==> src/rtl/dac_spi_serializer.sv <==
// Fixed-rate sampler that shifts {CFG_BITS, sample, 4'b0} to an MCP4901-style SPI DAC
// (mode 0, MSB first), then strobes LDAC and reports frame completion and dropped samples.
module dac_spi_serializer #(
  parameter int unsigned CLK_DIV    = 2,
  parameter int unsigned SAMPLE_DIV = 625,
  parameter logic [3:0]  CFG_BITS   = 4'b0011
) (
  input  logic       clk,
  input  logic       reset,
  input  logic       enable,
  input  logic [7:0] sample_in,
  output logic       dac_cs_n,
  output logic       dac_sclk,
  output logic       dac_mosi,
  output logic       dac_ldac_n,
  output logic       busy,
  output logic       frame_done,
  output logic       overrun
);

  localparam int unsigned RateW = (SAMPLE_DIV > 1) ? $clog2(SAMPLE_DIV) : 1;
  localparam int unsigned DivW  = (CLK_DIV > 1) ? $clog2(CLK_DIV) : 1;
  localparam logic [RateW-1:0] RateLast = RateW'(SAMPLE_DIV - 1);
  localparam logic [DivW-1:0]  DivLast  = DivW'(CLK_DIV - 1);

  typedef enum logic [2:0] {StIdle, StShift, StHold, StGap, StLdac} state_e;

  state_e           state_q, state_d;
  logic [RateW-1:0] rate_cnt_q;
  logic [DivW-1:0]  div_q, div_d;
  logic             hi_q, hi_d;
  logic [3:0]       bit_q, bit_d;
  logic [15:0]      frame_q, frame_d;
  logic             done_q, done_d;
  logic             tick;
  logic             phase_end;

  assign tick      = enable && (rate_cnt_q == RateLast);
  assign phase_end = (div_q == DivLast);

  always_ff @(posedge clk or posedge reset) begin
    if (reset) begin
      rate_cnt_q <= '0;
    end else if (!enable || (rate_cnt_q == RateLast)) begin
      rate_cnt_q <= '0;
    end else begin
      rate_cnt_q <= rate_cnt_q + RateW'(1);
    end
  end

  always_ff @(posedge clk or posedge reset) begin
    if (reset) begin
      state_q <= StIdle;
      div_q   <= '0;
      hi_q    <= 1'b0;
      bit_q   <= '0;
      frame_q <= '0;
      done_q  <= 1'b0;
    end else begin
      state_q <= state_d;
      div_q   <= div_d;
      hi_q    <= hi_d;
      bit_q   <= bit_d;
      frame_q <= frame_d;
      done_q  <= done_d;
    end
  end

  always_comb begin
    state_d = state_q;
    div_d   = div_q;
    hi_d    = hi_q;
    bit_d   = bit_q;
    frame_d = frame_q;
    done_d  = 1'b0;
    if (state_q != StIdle) begin
      div_d = phase_end ? '0 : div_q + DivW'(1);
    end
    unique case (state_q)
      StIdle: begin
        if (tick) begin
          frame_d = {CFG_BITS, sample_in, 4'b0000};
          bit_d   = 4'd15;
          hi_d    = 1'b0;
          div_d   = '0;
          state_d = StShift;
        end
      end
      StShift: begin
        // Each bit: low phase (mosi settles) then high phase (DAC samples on the rise).
        if (phase_end) begin
          if (!hi_q) begin
            hi_d = 1'b1;
          end else begin
            hi_d = 1'b0;
            if (bit_q == 4'd0) state_d = StHold;
            else               bit_d   = bit_q - 4'd1;
          end
        end
      end
      StHold: if (phase_end) state_d = StGap;
      StGap:  if (phase_end) state_d = StLdac;
      StLdac: begin
        if (phase_end) begin
          state_d = StIdle;
          done_d  = 1'b1;
        end
      end
      default: state_d = StIdle;
    endcase
  end

  assign dac_cs_n   = !((state_q == StShift) || (state_q == StHold));
  assign dac_sclk   = (state_q == StShift) && hi_q;
  assign dac_mosi   = (state_q == StShift) ? frame_q[bit_q] : 1'b0;
  assign dac_ldac_n = (state_q != StLdac);
  assign busy       = (state_q != StIdle);
  assign frame_done = done_q;
  // A tick that finds a frame in flight is dropped; frame_done cycle is already idle.
  assign overrun    = tick && busy;

endmodule
==> config.mk <==
export PLATFORM = sky130hd
export DESIGN_NAME = dac_spi_serializer
export DESIGN_NICKNAME = d
export VERILOG_FILES = /design/src/rtl/dac_spi_serializer.sv
export SDC_FILE = /design/constraint.sdc
export NUM_CORES = 1
export LEC_CHECK = 0
export ABC_AREA = 1
export BUFFER_PORTS_ARGS = -buffer_cell sky130_fd_sc_hd__buf_2
export CORE_MARGIN = 2
export CORE_UTILIZATION = 45
export CTS_BUF_LIST = sky130_fd_sc_hd__clkbuf_16
export DETAILED_ROUTE_END_ITERATION = 12
export PLACE_DENSITY = 0.74
export SYNTH_ARGS = -nofsm -noshare
export SYNTH_HDL_FRONTEND = slang
export SYNTH_SLANG_ARGS = --single-unit
export TNS_END_PERCENT = 5
==> constraint.sdc <==
create_clock -name clk -period 1.96 [get_ports clk]
set_input_delay 0.294 -clock clk [delete_from_list [all_inputs] [get_ports clk]]
set_output_delay 0.294 -clock clk [all_outputs]
set_load 0.03 [all_outputs]
==> run summary <==
routed vias/inst = 4.95
Post-route DRC = 0
vias in the first global route = 1279
startpoint types = flip-flop
Root Buffer = clkbuf_16
Critical Path AT = 1630 ps
CTS Buf Count = 5
Clock Latency Late Sink = 270 ps
Post-synth EDFFs = 0
Max Used Layer = met4
min Tclk post-route = 1930 ps
final instance area = 2030 um^2
first-pass GRT wire length = 5.73 mm
Post-Route WL = 3.30 mm
via count = 1431
Crit Path Class = reg2out
Min-Delay Path Class = in2async
Post-synth ARST share = 100%
Worst EP required = 1670 ps
Final Cycle Share = 98.3%
list of most frequent post-synthesis cells = nand2_1 (56), inv_1 (31), dfrtp_1 (29), nor2_1 (25), nand3_1 (13)
antenna viol nets, final = 0
layout overhead on the synthesized area = 20.6%
RePlAce Congestion = 0.834
final setup TNS = 0 ps
normalized max-slew margin = 68.7%
DP HPWL = 2.30 mm
Mapped Area = 1680 um^2
IO Port Bufs = 17
final core utilization = 55.8%
Slew @ Worst Pin = 469 ps
Seq/Total Area, Yosys = 43.2%
final hold vios = 0
H-tree depth = 2
Clock Path Buffers = 2
Synth top area share = 43.2%
final-report setup violation count = 0
met3 WL = 141 um
Die Y-Extent = 65.1 um
Max FO, Critical Path = 4
most frequent cell after synthesis = nand2_1
core area = 3630 um^2
Power Dens Cells = 678 nW/um^2
Horiz. Die Dim = 65.1 um
CP Capture Type = primary output
VDD IR max = 461 uV
Warnings, synthesis = 0
Antenna diodes = 0
# IOs = 18
CTS tree = yes
WL met2 = 1.60 mm
Pwr Total = 1.37 mW
Mapped Cells = 212
clock-pin slew on the worst setup and hold paths = 50 ps
Wirelength per Cell = 11.4 um
Layout Skew = 4.63 ps
Worst Reg-to-Reg Cells = 9
Yosys reg bits = 29
status = complete, no violations
cell type with the largest total area after synthesis = dfrtp_1
static leakage = 0.956 nW
share of cells above drive strength 1 = 25.7%
largest net degree at the start of global routing = 30
GRT Total Usage = 18.0%
Mean Syn Cell Area = 7.92 um^2
total gr overflow = 0
Slew Limit Fails = 0
Hold WS = 88.6 ps
die footprint = 4240 um^2
1st-pass router iterations = 4
Most used DFF post-synth = dfrtp_1
CTS sink count = 29
Detailed Route Iter0 Violations = 67
# rows = 22
Fillers = 370
Starting Density = 46.2%
Netlist cell types = 24
NumNets Final = 254
Post-DP Area = 1820 um^2
Net Count, Synth = 226
synth top area cells = dfrtp_1 (43%), nand2_1 (13%), inv_1 (6.9%), nor2_1 (5.6%), o21ai_2 (5.2%)
Max-Cap Viols = 0
initial antenna violation count = 0
DRT met1 WL = 1.50 mm
fmax = 519 MHz
## critical path, stage by stage, from the launching register on
cell     delay, ps
dfrtp_1        420
inv_2          100
ha_4           150
nand3_4         90
nor3_4         250
nand2_1         90
nor2_1          90
buf_4          160
## cells in the final DEF (no fill, tap or decap), drive strengths merged
cell | Yosys | routed
ha | 3 | 3
a21oi | 1 | 1
o31ai | 1 | 1
nand3 | 18 | 18
or2 | 1 | 1
nand2 | 61 | 61
a211oi | 2 | 2
dfrtp | 29 | 29
nand4 | 11 | 11
nor2 | 28 | 28
inv | 32 | 35
clkbuf | 0 | 5
xor2 | 1 | 1
nor3 | 5 | 5
o21ai | 17 | 17
buf | 2 | 23
## cells by family (layout without fill, tap and decap cells)
logic type,count (synthesis),in the layout,synth area share [%]
AO/OA/AOI/OAI,21,21,10.5
XOR/XNOR,1,1,0.522
adder cells (fa/ha/maj),3,3,2.24
buffers and inverters,34,63,8.49
flip-flops,29,29,43.2
AND/OR/NAND/NOR,124,124,35.0
## registers in the layout (all words and copies together), names as in the netlist
signal,flops
hi_q,1
div_q,1
frame_done,1
frame_q,9
bit_q,4
rate_cnt_q,10
state_q,3
## area by class of cell
type                            instances  area (um^2)  area share [%]
Inverter                               32          123            6.05
Clock inverter                          3         11.3           0.556
Multi-Input combinational cell        149          843            41.6
Timing Repair Buffer                   23          135            6.67
Tap cell                               48         60.1            2.96
Clock buffer                            5          125            6.18
Sequential cell                        29          728            35.9
## stage by stage
stage / setup slack, ps / cells
6_report: 33.8 / 289
5_1_grt: -73.3 / 289
4_1_cts: 12.8 / 285
3_5_place_dp: 222 / 277
3_3_place_gp: 257 / 277
2_1_floorplan: 8.79 / 212
## where the power goes
group,internal [mW],total [mW],switching (mW)
Combinational,0.0299,0.0685,0.0386
Clock,0.454,0.696,0.242
Sequential,0.605,0.610,0.00508
Total,1.09,1.37,0.285
## path summary, 6_finish.rpt
kind,startpoint,end,slack [ps]
setup / recovery,rate_cnt_q[0]$_DFF_PP0_,overrun,30
min in group clk,sample_in[7],frame_q[11]$_DFFE_PP0P_,260
hold / removal,reset,rate_cnt_q[6]$_DFF_PP0_,90
max in group asynchronous,reset,state_q[1]$_DFFE_PP0P_,1580
hold reg to reg,frame_q[12]$_DFFE_PP0P_,frame_q[12]$_DFFE_PP0P_,450
setup reg to reg,rate_cnt_q[0]$_DFF_PP0_,bit_q[2]$_DFFE_PP0P_,300
## metal layers
| metal | GRT usage, % | vias up |
|---|---|---|
| met3 | 5.73 | 6 |
| met1 | 23.4 | 661 |
| met2 | 28.0 | 29 |
| li1 | - | 735 |
| met4 | 7.03 | 0 |
| met5 | 0 | - |
## what timing repair did
| item | 4_1_cts | 5_1_grt |
|---|---|---|
| buffers inserted | 0 | 4 |
| resized for setup | 5 | 7 |
| pin swaps | 1 | 1 |
| hold buffers | 0 | 0 |
| setup endpoints to repair | 2 | 2 |
| endpoints found under the hold margin | 0 | 0 |
(Power assumes the default switching activity.)
